===== src/rtl/stud_audiodac_pkg.sv =====
// Shared constants and helpers for the audio DAC front end.
package stud_audiodac_pkg;

  localparam int unsigned DEF_BITWIDTH            = 16;
  localparam int unsigned DEF_FIFO_DEPTH_LOG2     = 3;
  localparam int unsigned DEF_CLK_PER_SAMPLE_LOG2 = 9;

  // Midscale code of an unsigned offset-binary word of the given width.
  function automatic logic [31:0] midscale(input int unsigned width);
    return 32'(1) << (width - 1);
  endfunction

endpackage


===== src/rtl/stud_audio_sample_feeder_if.sv =====
// Sample stream, mute control and status bundle between the audio source and the feeder.
interface stud_audio_sample_feeder_if
  import stud_audiodac_pkg::*;
#(
  parameter int unsigned BITWIDTH        = DEF_BITWIDTH,
  parameter int unsigned FIFO_DEPTH_LOG2 = DEF_FIFO_DEPTH_LOG2
);

  logic [BITWIDTH-1:0]      data_i;
  logic                     valid_i;
  logic                     ready_o;
  logic                     mute_i;
  logic [BITWIDTH-1:0]      data_o;
  logic                     underflow_o;
  logic [FIFO_DEPTH_LOG2:0] fill_o;

  modport master (
    output data_i, valid_i, mute_i,
    input  ready_o, data_o, underflow_o, fill_o
  );

  modport slave (
    input  data_i, valid_i, mute_i,
    output ready_o, data_o, underflow_o, fill_o
  );

endinterface


===== src/rtl/stud_sync_fifo.sv =====
// Single-clock FIFO with occupancy count; head is visible combinationally.
module stud_sync_fifo #(
  parameter int unsigned WIDTH      = 16,
  parameter int unsigned DEPTH_LOG2 = 3
) (
  input  logic                  clk_i,
  input  logic                  n_rst_i,
  input  logic                  push_i,
  input  logic [WIDTH-1:0]      wdata_i,
  input  logic                  pop_i,
  output logic [WIDTH-1:0]      head_c_o,
  output logic                  full_c_o,
  output logic                  empty_c_o,
  output logic [DEPTH_LOG2:0]   fill_o
);

  localparam int unsigned DEPTH  = 1 << DEPTH_LOG2;
  localparam int unsigned FILL_W = DEPTH_LOG2 + 1;

  logic [WIDTH-1:0]      mem_q [DEPTH];
  logic [DEPTH_LOG2-1:0] wr_ptr_q, wr_ptr_d;
  logic [DEPTH_LOG2-1:0] rd_ptr_q, rd_ptr_d;
  logic [FILL_W-1:0]     fill_q, fill_d;
  logic                  do_push, do_pop;

  // Status flags and qualified push/pop (no overwrite when full, no read when empty).
  always_comb begin
    full_c_o  = (fill_q == FILL_W'(DEPTH));
    empty_c_o = (fill_q == '0);
    do_push   = push_i && !full_c_o;
    do_pop    = pop_i && !empty_c_o;
    head_c_o  = mem_q[rd_ptr_q];
  end

  // Pointer and occupancy next-state; pointers wrap naturally.
  always_comb begin
    wr_ptr_d = wr_ptr_q;
    rd_ptr_d = rd_ptr_q;
    fill_d   = fill_q;
    if (do_push) wr_ptr_d = wr_ptr_q + DEPTH_LOG2'(1);
    if (do_pop)  rd_ptr_d = rd_ptr_q + DEPTH_LOG2'(1);
    case ({do_push, do_pop})
      2'b10:   fill_d = fill_q + FILL_W'(1);
      2'b01:   fill_d = fill_q - FILL_W'(1);
      default: fill_d = fill_q;
    endcase
  end

  // Pointer/occupancy registers; reset empties the FIFO logically.
  always_ff @(posedge clk_i or negedge n_rst_i) begin
    if (!n_rst_i) begin
      wr_ptr_q <= '0;
      rd_ptr_q <= '0;
      fill_q   <= '0;
    end else begin
      wr_ptr_q <= wr_ptr_d;
      rd_ptr_q <= rd_ptr_d;
      fill_q   <= fill_d;
    end
  end

  // Storage array, written only on an accepted push.
  always_ff @(posedge clk_i) begin
    if (do_push) mem_q[wr_ptr_q] <= wdata_i;
  end

  assign fill_o = fill_q;

endmodule


===== src/rtl/stud_audio_sample_feeder.sv =====
// Buffers signed audio samples and presents one offset-binary sample per audio
// period to the delta-sigma modulator, with underflow hold and mute.
// Optional build macro STUD_LINEAR_INTERP_EN replaces the zero-order hold with a
// linear ramp from the previous sample to the newly popped one.
module stud_audio_sample_feeder
  import stud_audiodac_pkg::*;
#(
  parameter int unsigned BITWIDTH            = DEF_BITWIDTH,
  parameter int unsigned FIFO_DEPTH_LOG2     = DEF_FIFO_DEPTH_LOG2,
  parameter int unsigned CLK_PER_SAMPLE_LOG2 = DEF_CLK_PER_SAMPLE_LOG2
) (
  input  logic                       clk_i,
  input  logic                       n_rst_i,
  stud_audio_sample_feeder_if.slave  feed_if
);

  localparam int unsigned MSB = BITWIDTH - 1;
  localparam logic [BITWIDTH-1:0] MIDSCALE = BITWIDTH'(midscale(BITWIDTH));

  logic [CLK_PER_SAMPLE_LOG2-1:0] tick_cnt_q, tick_cnt_d;
  logic                           tick_c;
  logic [BITWIDTH-1:0]            head_c;
  logic                           full_c, empty_c;
  logic [FIFO_DEPTH_LOG2:0]       fill;
  logic                           push_c, pop_c;
  logic [BITWIDTH-1:0]            held_q, held_d;
  logic [BITWIDTH-1:0]            sample_c;
  logic [BITWIDTH-1:0]            data_q, data_d;
  logic                           underflow_q, underflow_d;

  stud_sync_fifo #(
    .WIDTH      (BITWIDTH),
    .DEPTH_LOG2 (FIFO_DEPTH_LOG2)
  ) u_fifo (
    .clk_i     (clk_i),
    .n_rst_i   (n_rst_i),
    .push_i    (push_c),
    .wdata_i   (feed_if.data_i),
    .pop_i     (pop_c),
    .head_c_o  (head_c),
    .full_c_o  (full_c),
    .empty_c_o (empty_c),
    .fill_o    (fill)
  );

  // Free-running sample-period counter; the all-ones state is the tick.
  always_comb begin
    tick_cnt_d = tick_cnt_q + CLK_PER_SAMPLE_LOG2'(1);
    tick_c     = &tick_cnt_q;
  end

  // FIFO handshake, pop on tick, and the held (most recently popped) sample.
  always_comb begin
    push_c      = feed_if.valid_i && !full_c;
    pop_c       = tick_c && !empty_c;
    held_d      = pop_c ? head_c : held_q;
    underflow_d = tick_c && empty_c;
  end

`ifdef STUD_LINEAR_INTERP_EN
  localparam int unsigned ACC_W = BITWIDTH + CLK_PER_SAMPLE_LOG2 + 1;

  logic [ACC_W-1:0]    acc_q, acc_d;
  logic [BITWIDTH:0]   delta_q, delta_d;

  // Ramp: restart from the previous sample at each tick, add the step every clock.
  always_comb begin
    acc_d   = acc_q + {{CLK_PER_SAMPLE_LOG2{delta_q[BITWIDTH]}}, delta_q};
    delta_d = delta_q;
    if (tick_c) begin
      acc_d   = {held_q[MSB], held_q, {CLK_PER_SAMPLE_LOG2{1'b0}}};
      delta_d = {held_d[MSB], held_d} - {held_q[MSB], held_q};
    end
    sample_c = acc_d[CLK_PER_SAMPLE_LOG2 +: BITWIDTH];
  end

  // Interpolator state.
  always_ff @(posedge clk_i or negedge n_rst_i) begin
    if (!n_rst_i) begin
      acc_q   <= '0;
      delta_q <= '0;
    end else begin
      acc_q   <= acc_d;
      delta_q <= delta_d;
    end
  end
`else
  // Zero-order hold: the output follows the held sample directly.
  always_comb begin
    sample_c = held_d;
  end
`endif

  // Offset-binary conversion with mute override; mute_i is registered once here.
  always_comb begin
    data_d = feed_if.mute_i ? MIDSCALE : {~sample_c[MSB], sample_c[MSB-1:0]};
  end

  // Main state registers; reset drives midscale out immediately.
  always_ff @(posedge clk_i or negedge n_rst_i) begin
    if (!n_rst_i) begin
      tick_cnt_q  <= '0;
      held_q      <= '0;
      data_q      <= MIDSCALE;
      underflow_q <= 1'b0;
    end else begin
      tick_cnt_q  <= tick_cnt_d;
      held_q      <= held_d;
      data_q      <= data_d;
      underflow_q <= underflow_d;
    end
  end

  assign feed_if.data_o      = data_q;
  assign feed_if.underflow_o = underflow_q;
  assign feed_if.fill_o      = fill;
  assign feed_if.ready_o     = !full_c;

endmodule


===== src/flat_wrapper.sv =====
// flat-port wrapper written by rule: the top's interface ports become plain ports
module stud_audio_sample_feeder_flat import stud_audiodac_pkg::*;
#(
  parameter int unsigned BITWIDTH            = DEF_BITWIDTH,
  parameter int unsigned FIFO_DEPTH_LOG2     = DEF_FIFO_DEPTH_LOG2,
  parameter int unsigned CLK_PER_SAMPLE_LOG2 = DEF_CLK_PER_SAMPLE_LOG2
)
  (clk_i, n_rst_i, feed_if_data_i, feed_if_valid_i, feed_if_mute_i, feed_if_ready_o, feed_if_data_o, feed_if_underflow_o, feed_if_fill_o);
  stud_audio_sample_feeder_if #(.BITWIDTH(BITWIDTH), .FIFO_DEPTH_LOG2(FIFO_DEPTH_LOG2)) feed_if_i ();
  input  logic clk_i;
  input  logic n_rst_i;
  input wire logic [$bits(feed_if_i.data_i)-1:0] feed_if_data_i;
  input wire logic [$bits(feed_if_i.valid_i)-1:0] feed_if_valid_i;
  input wire logic [$bits(feed_if_i.mute_i)-1:0] feed_if_mute_i;
  output wire logic [$bits(feed_if_i.ready_o)-1:0] feed_if_ready_o;
  output wire logic [$bits(feed_if_i.data_o)-1:0] feed_if_data_o;
  output wire logic [$bits(feed_if_i.underflow_o)-1:0] feed_if_underflow_o;
  output wire logic [$bits(feed_if_i.fill_o)-1:0] feed_if_fill_o;
  assign feed_if_i.data_i = feed_if_data_i;
  assign feed_if_i.valid_i = feed_if_valid_i;
  assign feed_if_i.mute_i = feed_if_mute_i;
  assign feed_if_ready_o = feed_if_i.ready_o;
  assign feed_if_data_o = feed_if_i.data_o;
  assign feed_if_underflow_o = feed_if_i.underflow_o;
  assign feed_if_fill_o = feed_if_i.fill_o;
  stud_audio_sample_feeder #(.BITWIDTH(BITWIDTH), .FIFO_DEPTH_LOG2(FIFO_DEPTH_LOG2), .CLK_PER_SAMPLE_LOG2(CLK_PER_SAMPLE_LOG2)) u_core (.clk_i(clk_i), .n_rst_i(n_rst_i), .feed_if(feed_if_i));
endmodule

===== config.mk =====
export PLATFORM = sky130hd
export DESIGN_NAME = stud_audio_sample_feeder_flat
export DESIGN_NICKNAME = d
export VERILOG_FILES = /design/src/rtl/stud_audiodac_pkg.sv /design/src/rtl/stud_audio_sample_feeder_if.sv /design/src/rtl/stud_sync_fifo.sv /design/src/rtl/stud_audio_sample_feeder.sv /design/src/flat_wrapper.sv
export SDC_FILE = /design/constraint.sdc
export NUM_CORES = 1
export LEC_CHECK = 0
export ABC_CLOCK_PERIOD_IN_PS = 2830
export BUFFER_PORTS_ARGS = -buffer_cell sky130_fd_sc_hd__buf_2
export CAP_MARGIN = 30
export CORE_AREA = 5 5 167 89
export DETAILED_ROUTE_END_ITERATION = 7
export DIE_AREA = 0 0 172 94
export PLACE_DENSITY = 0.72
export REMOVE_ABC_BUFFERS = 1
export SYNTH_ARGS = -nofsm -noshare
export SYNTH_HDL_FRONTEND = slang
export SYNTH_SLANG_ARGS = --single-unit

===== constraint.sdc =====
create_clock -name clk_i -period 2.83 [get_ports clk_i]
set_input_delay 0.283 -clock clk_i [delete_from_list [all_inputs] [get_ports clk_i]]
set_output_delay 0.283 -clock clk_i [all_outputs]
set_load 0.02 [all_outputs]

* Word level (Yosys, flattened, before mapping)
Memory sizes are Yosys's and may differ from the RTL's.
Index checks and enable logic that the tools add are counted.
** Storage, ports and cells
- Bits in registers :: 52
- Bits in writable memories :: 128
- Bits of input ports :: 20
- Output and inout port bits :: 22
- Logic and storage cells :: 32
- Memories :: 1
** Memories
- u_core.u_fifo.mem_q :: words 8, width 16, rd ports 1, clocked after Yosys merged registers in 0, wr ports 1, line stud_sync_fifo.sv:20 : logic [WIDTH-1:0] mem_q [DEPTH];
** Cells by class
- Add/sub/neg operators :: 5
- Eq/ne operators :: 3
- Muxes and demuxes :: 5
- Bitwise logic cells :: 1
- Reductions and logical operators :: 10
** Operators with widths (count)
- 16-bit 2-to-1 mux :: 2
- 9-bit by 1-bit adder with 9-bit output (second input constant) :: 1
- 9-bit AND reduction :: 1
- 4-bit case mux with 2 select lines :: 1
- 3-bit by 1-bit adder with 3-bit output (second input constant) :: 2
- 1-bit logical AND :: 5
- 4-bit by 1-bit adder with 4-bit output (second input constant) :: 1
- 4-bit equality test (second input constant) :: 1
- 4-bit zero test :: 1
- 4-bit by 1-bit subtractor with 4-bit output (second input constant) :: 1
- 2-bit by 1-bit equality test with 1-bit output (second input constant) :: 1
- 2-bit equality test (second input constant) :: 1
- 1-bit zero test :: 2
- 1-bit 2-to-1 mux :: 2
- 2-bit nonzero test :: 1
- 1-bit NOT :: 1

* Logic depth before layout (Yosys ltp)
- Depth after elaboration :: 6
- Mapped depth :: 16

* Hierarchy
Synthesis repeated with hierarchy kept, for this count alone.
** Second synthesis, totals
- Cell total of the unflattened synthesis :: 353
- Area total of the unflattened synthesis :: 7109.3 sq um
** By module, submodules not included
- stud_sync_fifo :: instances 1, cells each 253, area an instance 5556.6 sq um
- stud_audio_sample_feeder :: instances 1, cells each 100, area an instance 1552.7 sq um

* Worst setup path after synthesis
No wires, ideal clock.
- Path type :: reg-to-reg
- From :: reg u_core.u_fifo.fill_q[1], in the netlist u_core.u_fifo.fill_o[1]
- To :: mem u_core.u_fifo.mem_q[0][0], enable pin
- Setup time :: 409 ps
- Arrival time :: 2488 ps
- Setup slack :: -68 ps
- Cell stages (with the launch flop) :: 5
- Cells stage by stage :: dfrtp_1 or4b_1 nand2_1 or2_2 nor3_1
** On the way
- Word-level cells in the longest chain between the ends :: 6
** Ends and longest elaborated chain
- start, declared :: line stud_sync_fifo.sv:23 : logic [FILL_W-1:0] fill_q, fill_d;
- start signal, assigned :: line stud_sync_fifo.sv:58 : fill_q <= fill_d;
- 4-bit equality test * :: line stud_sync_fifo.sv:28 : full_c_o = (fill_q == FILL_W'(DEPTH));
- 1-bit zero test *
- via feed_if_ready_o :: line flat_wrapper.sv:15 : output wire logic [$bits(feed_if_i.ready_o)-1:0] feed_if_ready_o;
- 1-bit logical AND :: line stud_audio_sample_feeder.sv:54 : push_c = feed_if.valid_i && !full_c;
- 1-bit logical AND * :: line stud_sync_fifo.sv:30 : do_push = push_i && !full_c_o;
- 1-bit 2-to-1 mux * :: line stud_sync_fifo.sv:64 : if (do_push) mem_q[wr_ptr_q] <= wdata_i;
- 1-bit 2-to-1 mux (implied by the code) * :: line stud_sync_fifo.sv:64
- end, declared :: line stud_sync_fifo.sv:20
Mark *: on every way through the listed nets, which the timed path passes. The rest lies on a longest branch.

* Worst setup path in the final report
- From :: reg u_core.tick_cnt_q[0]
- To :: reg u_core.u_fifo.fill_q[2], in the netlist u_core.u_fifo.fill_o[2]
** On the way
- Word-level cells in the longest chain between the ends :: 5
- Elaborated cells between the ends (all ways) :: 7
** Ends and longest elaborated chain
- start, declared :: line stud_audio_sample_feeder.sv:20 : logic [CLK_PER_SAMPLE_LOG2-1:0] tick_cnt_q, tick_cnt_d;
- start signal, assigned :: line stud_audio_sample_feeder.sv:107 : tick_cnt_q <= tick_cnt_d;
- 9-bit AND reduction * :: line stud_audio_sample_feeder.sv:49 : tick_c = &tick_cnt_q;
- 1-bit logical AND * :: line stud_audio_sample_feeder.sv:55 : pop_c = tick_c && !empty_c;
- 1-bit logical AND * :: line stud_sync_fifo.sv:31 : do_pop = pop_i && !empty_c_o;
- 2-bit by 1-bit equality test with 1-bit output / 2-bit equality test (equally long branches) :: line stud_sync_fifo.sv:42 : case ({do_push, do_pop})
- 4-bit case mux with 2 select lines / 2-bit nonzero test (equally long branches)
Every way passes the cells marked *; elsewhere a longest branch is shown, timed or not.
A chain may end at the register's enable or synchronous reset.

==> results.ini <==
[timing]
drv_slew=0
worstMarginPinSlew_ns=0.8510
fmax_ghz=0.3794
rsz0062_at_grt=false
slew_headroom_pct=43.26
fin_crit_sh_pct=93.14
setup_viol=0
skew_ns=0.01617
hold_viol_final=0
min_period_ns=2.636
final.setup.worst_slack_ns=0.1941

[power_and_ir_drop]
p_int_mw=4.698
vdd_drop_max_mv=0.4240
power.density_cell_area_nw_per_um2=779.7
finalPower_mw=6.227
comb_power_share_pct=10.1
swShare_pct=24.56
switching_power_mw=1.529
pwr-share-clk_pct=37.0
static-leakage-power_nw=2.981
p_seq_share_pct=52.9

[worst_setup_path]
cpPeakStageDelay_ns=0.41
cp-start-kind=flip-flop
cp.arrival_ns=2.94
cp_max_fo=5
endpoint_kind=flip-flop
reg2reg_from=u_core.tick_cnt_q[0]
required_ns=3.13
crit_chain=ha_1 > nand3_1 > nor2_1 > and3_1 > ha_1 > nand2b_1 > inv_2 > ha_2 > xor2_1 > ha_1 > a21oi_1 > xor2_1 > nor2_1 > xor2_1
r2r_end=u_core.u_fifo.fill_o[2]
ff2ff_setup_slack_ns=0.19
reg2regPathDepth=14
crit_type=reg -> reg
critPathSlowestCell=dfrtp_1

[route]
drc=0
routedWlPerCell_um=20.78
ant_nets=0
drt_iter0_markers=203
vias=3404
drt_wl_total_um=12990
drt_pass1_iterations=4
vias_per_cell=5.446

[synth]
syn_area_per_cell_um2=18.39
ys_warn_count=0
seq_area_frac_synth_pct=74.42
synth_cell_types=33
ys_ff_latch=180
ys.flop_type=edfxtp_1
syn-cell-area_um2=6915
synth_edf_count=128
yosysTopAreaCellShare_pct=55.58
synth_top_area_cell=edfxtp_1
synthArstFlopShare_pct=28.89
synth_area_leaders=edfxtp_1, dfrtp_1, mux4_2
syn-instance-count=376

[min_path]
hold_depth=1
hold_start=feed_if_data_i[12]
holdPathEnd=u_core.u_fifo.mem_q[6][12]
hold_class=in -> reg

[die]
pin_count=42
num_rows=30
die_height_um=94
dieArea_um2=16170
start_util_pct=52.34
core_area_um2=13210
fp.dieW_um=172

[run]
cap_violations=0

[placed_design]
dp.cells=592
gp_congestion=0.7166
post-dp-hpwl_um=7857
place_ws_ns=0.1511
port_buffers=41

[grt]
grt_usage_pct=17.26
grt_pass1_vias=3570
antenna_found_initial=0
grt_pass1_wl_um=20130
overflow=0
grt_max_degree=31

[final_layout]
fin_cells=625
drive_gt1_share_pct=31.18
areaGrowthSynthToFinish_pct=15.49
diodes=0
final_nets=463

[run_status]
status=completed

[cts]
clock_sinks=180
cts_setup_buffers=0
cts_buffers=17
clock_latency_ns=0.42
clockRootBuffer=clkbuf_16
cts_buffer_depth=2
cts_tree=done
h-tree-depth=4
clk_pin_slew_worst_paths_ns=0.07

## metal layers
metal	part of all wire [%]	global-route usage, %	routed length (um)	vias to the layer above
met3	5.1	4.161	657	6
met1	46	24.46	6007	1783
met2	48	27.01	6251	59
li1	-	-	-	1556
met5	0	0	0	-
met4	0.54	4.971	70	0
## power by group through the flow
stage          Sequential (mW)  Clock [mW]  Combinational, mW
2_1_floorplan             3.34           0              0.345
3_3_place_gp              3.32           0              0.608
3_5_place_dp              3.34           0              0.635
4_1_cts                   3.29        2.35              0.638
5_1_grt                   3.32        2.46              0.687
6_report                  3.29        2.30              0.632
## worst max path at each step
stage | from | slack [ns] | end
2_1_floorplan | u_core.tick_cnt_q[0] | -0.43 | u_core.u_fifo.fill_o[2]
3_3_place_gp | u_core.tick_cnt_q[0] | 0.25 | u_core.u_fifo.fill_o[2]
3_5_place_dp | u_core.tick_cnt_q[0] | 0.15 | u_core.u_fifo.fill_o[2]
4_1_cts | u_core.tick_cnt_q[0] | 0.13 | u_core.u_fifo.fill_o[2]
5_1_grt | u_core.tick_cnt_q[0] | 0.03 | u_core.u_fifo.fill_o[2]
6_report | u_core.tick_cnt_q[0] | 0.19 | u_core.u_fifo.fill_o[2]
## registers in the layout, indices dropped and copies added (netlist names)
signal / cells
u_core.feed_if.data_o: 16
u_core.feed_if.underflow_o: 1
u_core.held_q: 16
u_core.tick_cnt_q: 9
u_core.u_fifo.fill_o: 4
u_core.u_fifo.mem_q: 128
u_core.u_fifo.rd_ptr_q: 3
u_core.u_fifo.wr_ptr_q: 3
## area by class of cell
type,count,area (um2)
multi-input cells,178,1677
clock inverters,14,152.6
clock buffers,18,429.2
repair buffers,57,352.8
flip-flops and latches,180,5147
fillers,943,5226
inverters,2,7.507
well taps,176,220.2
## cell usage after synthesis (3+ instances only)
master    count
a211oi_2     14
buf_2         6
buf_6         3
clkbuf_1      3
dfrtp_1      51
edfxtp_1    128
ha_1          7
mux4_2       32
nand2_1      10
nand2b_1      3
nand3_1       5
nor2_1       40
nor2b_1      19
nor3_1       17
xnor2_1       8
xor2_1        6
## cell families (layout without fill, tap and decap cells)
kind of cell / count (synthesis) / count (layout) / synth area share, %
DFF: 180 / 180 / 74.42
muxes: 34 / 34 / 10.75
and+or+nand+nor: 103 / 103 / 7.165
xor gates and xnor gates: 14 / 14 / 1.773
AOI/OAI and AO/OA: 20 / 20 / 3.112
buffers and inverters: 18 / 91 / 1.520
adders and majority gates: 7 / 7 / 1.266
## through the flow
step / cell area [um2] / util, % / hold slack (ns) / TNS (ns)
floorplan: 6818 / - / -0.01259 / -2.062
global placement: 7392 / 55.95 / 0.3593 / 0
detailed placement: 7392 / 55.95 / 0.3811 / 0
CTS: 7984 / 60.43 / 0.1243 / 0
global route: 7986 / 60.45 / 0.1273 / 0
finish: 7986 / 60.45 / 0.1356 / 0
## cell usage in the layout, fill, tap and decap left out, drive strengths merged, types with 3 or more instances in the layout
cell type	n
a211oi	16
buf	56
clkbuf	18
clkinv	6
dfrtp	51
edfxtp	128
ha	7
inv	7
mux4	32
nand2	10
nand2b	3
nand3	5
nor2	40
nor2b	19
nor3	17
xnor2	8
xor2	6
## critical path: cells and delay by family (launching register included)
kind            cells  cell delay, ns
simple gates        5            0.57
buf+inv             1            0.08
compound gates      1            0.16
fa+ha+maj           4            0.83
flops               1            0.41
xor+xnor            3            0.48
## timing repair
action	4_1_cts	5_1_grt
gates resized for setup	0	1
hold buffers	1	0
setup endpoints to repair	0	1
hold endpoints to repair	28	0
Power figures use the tool's default switching activity.
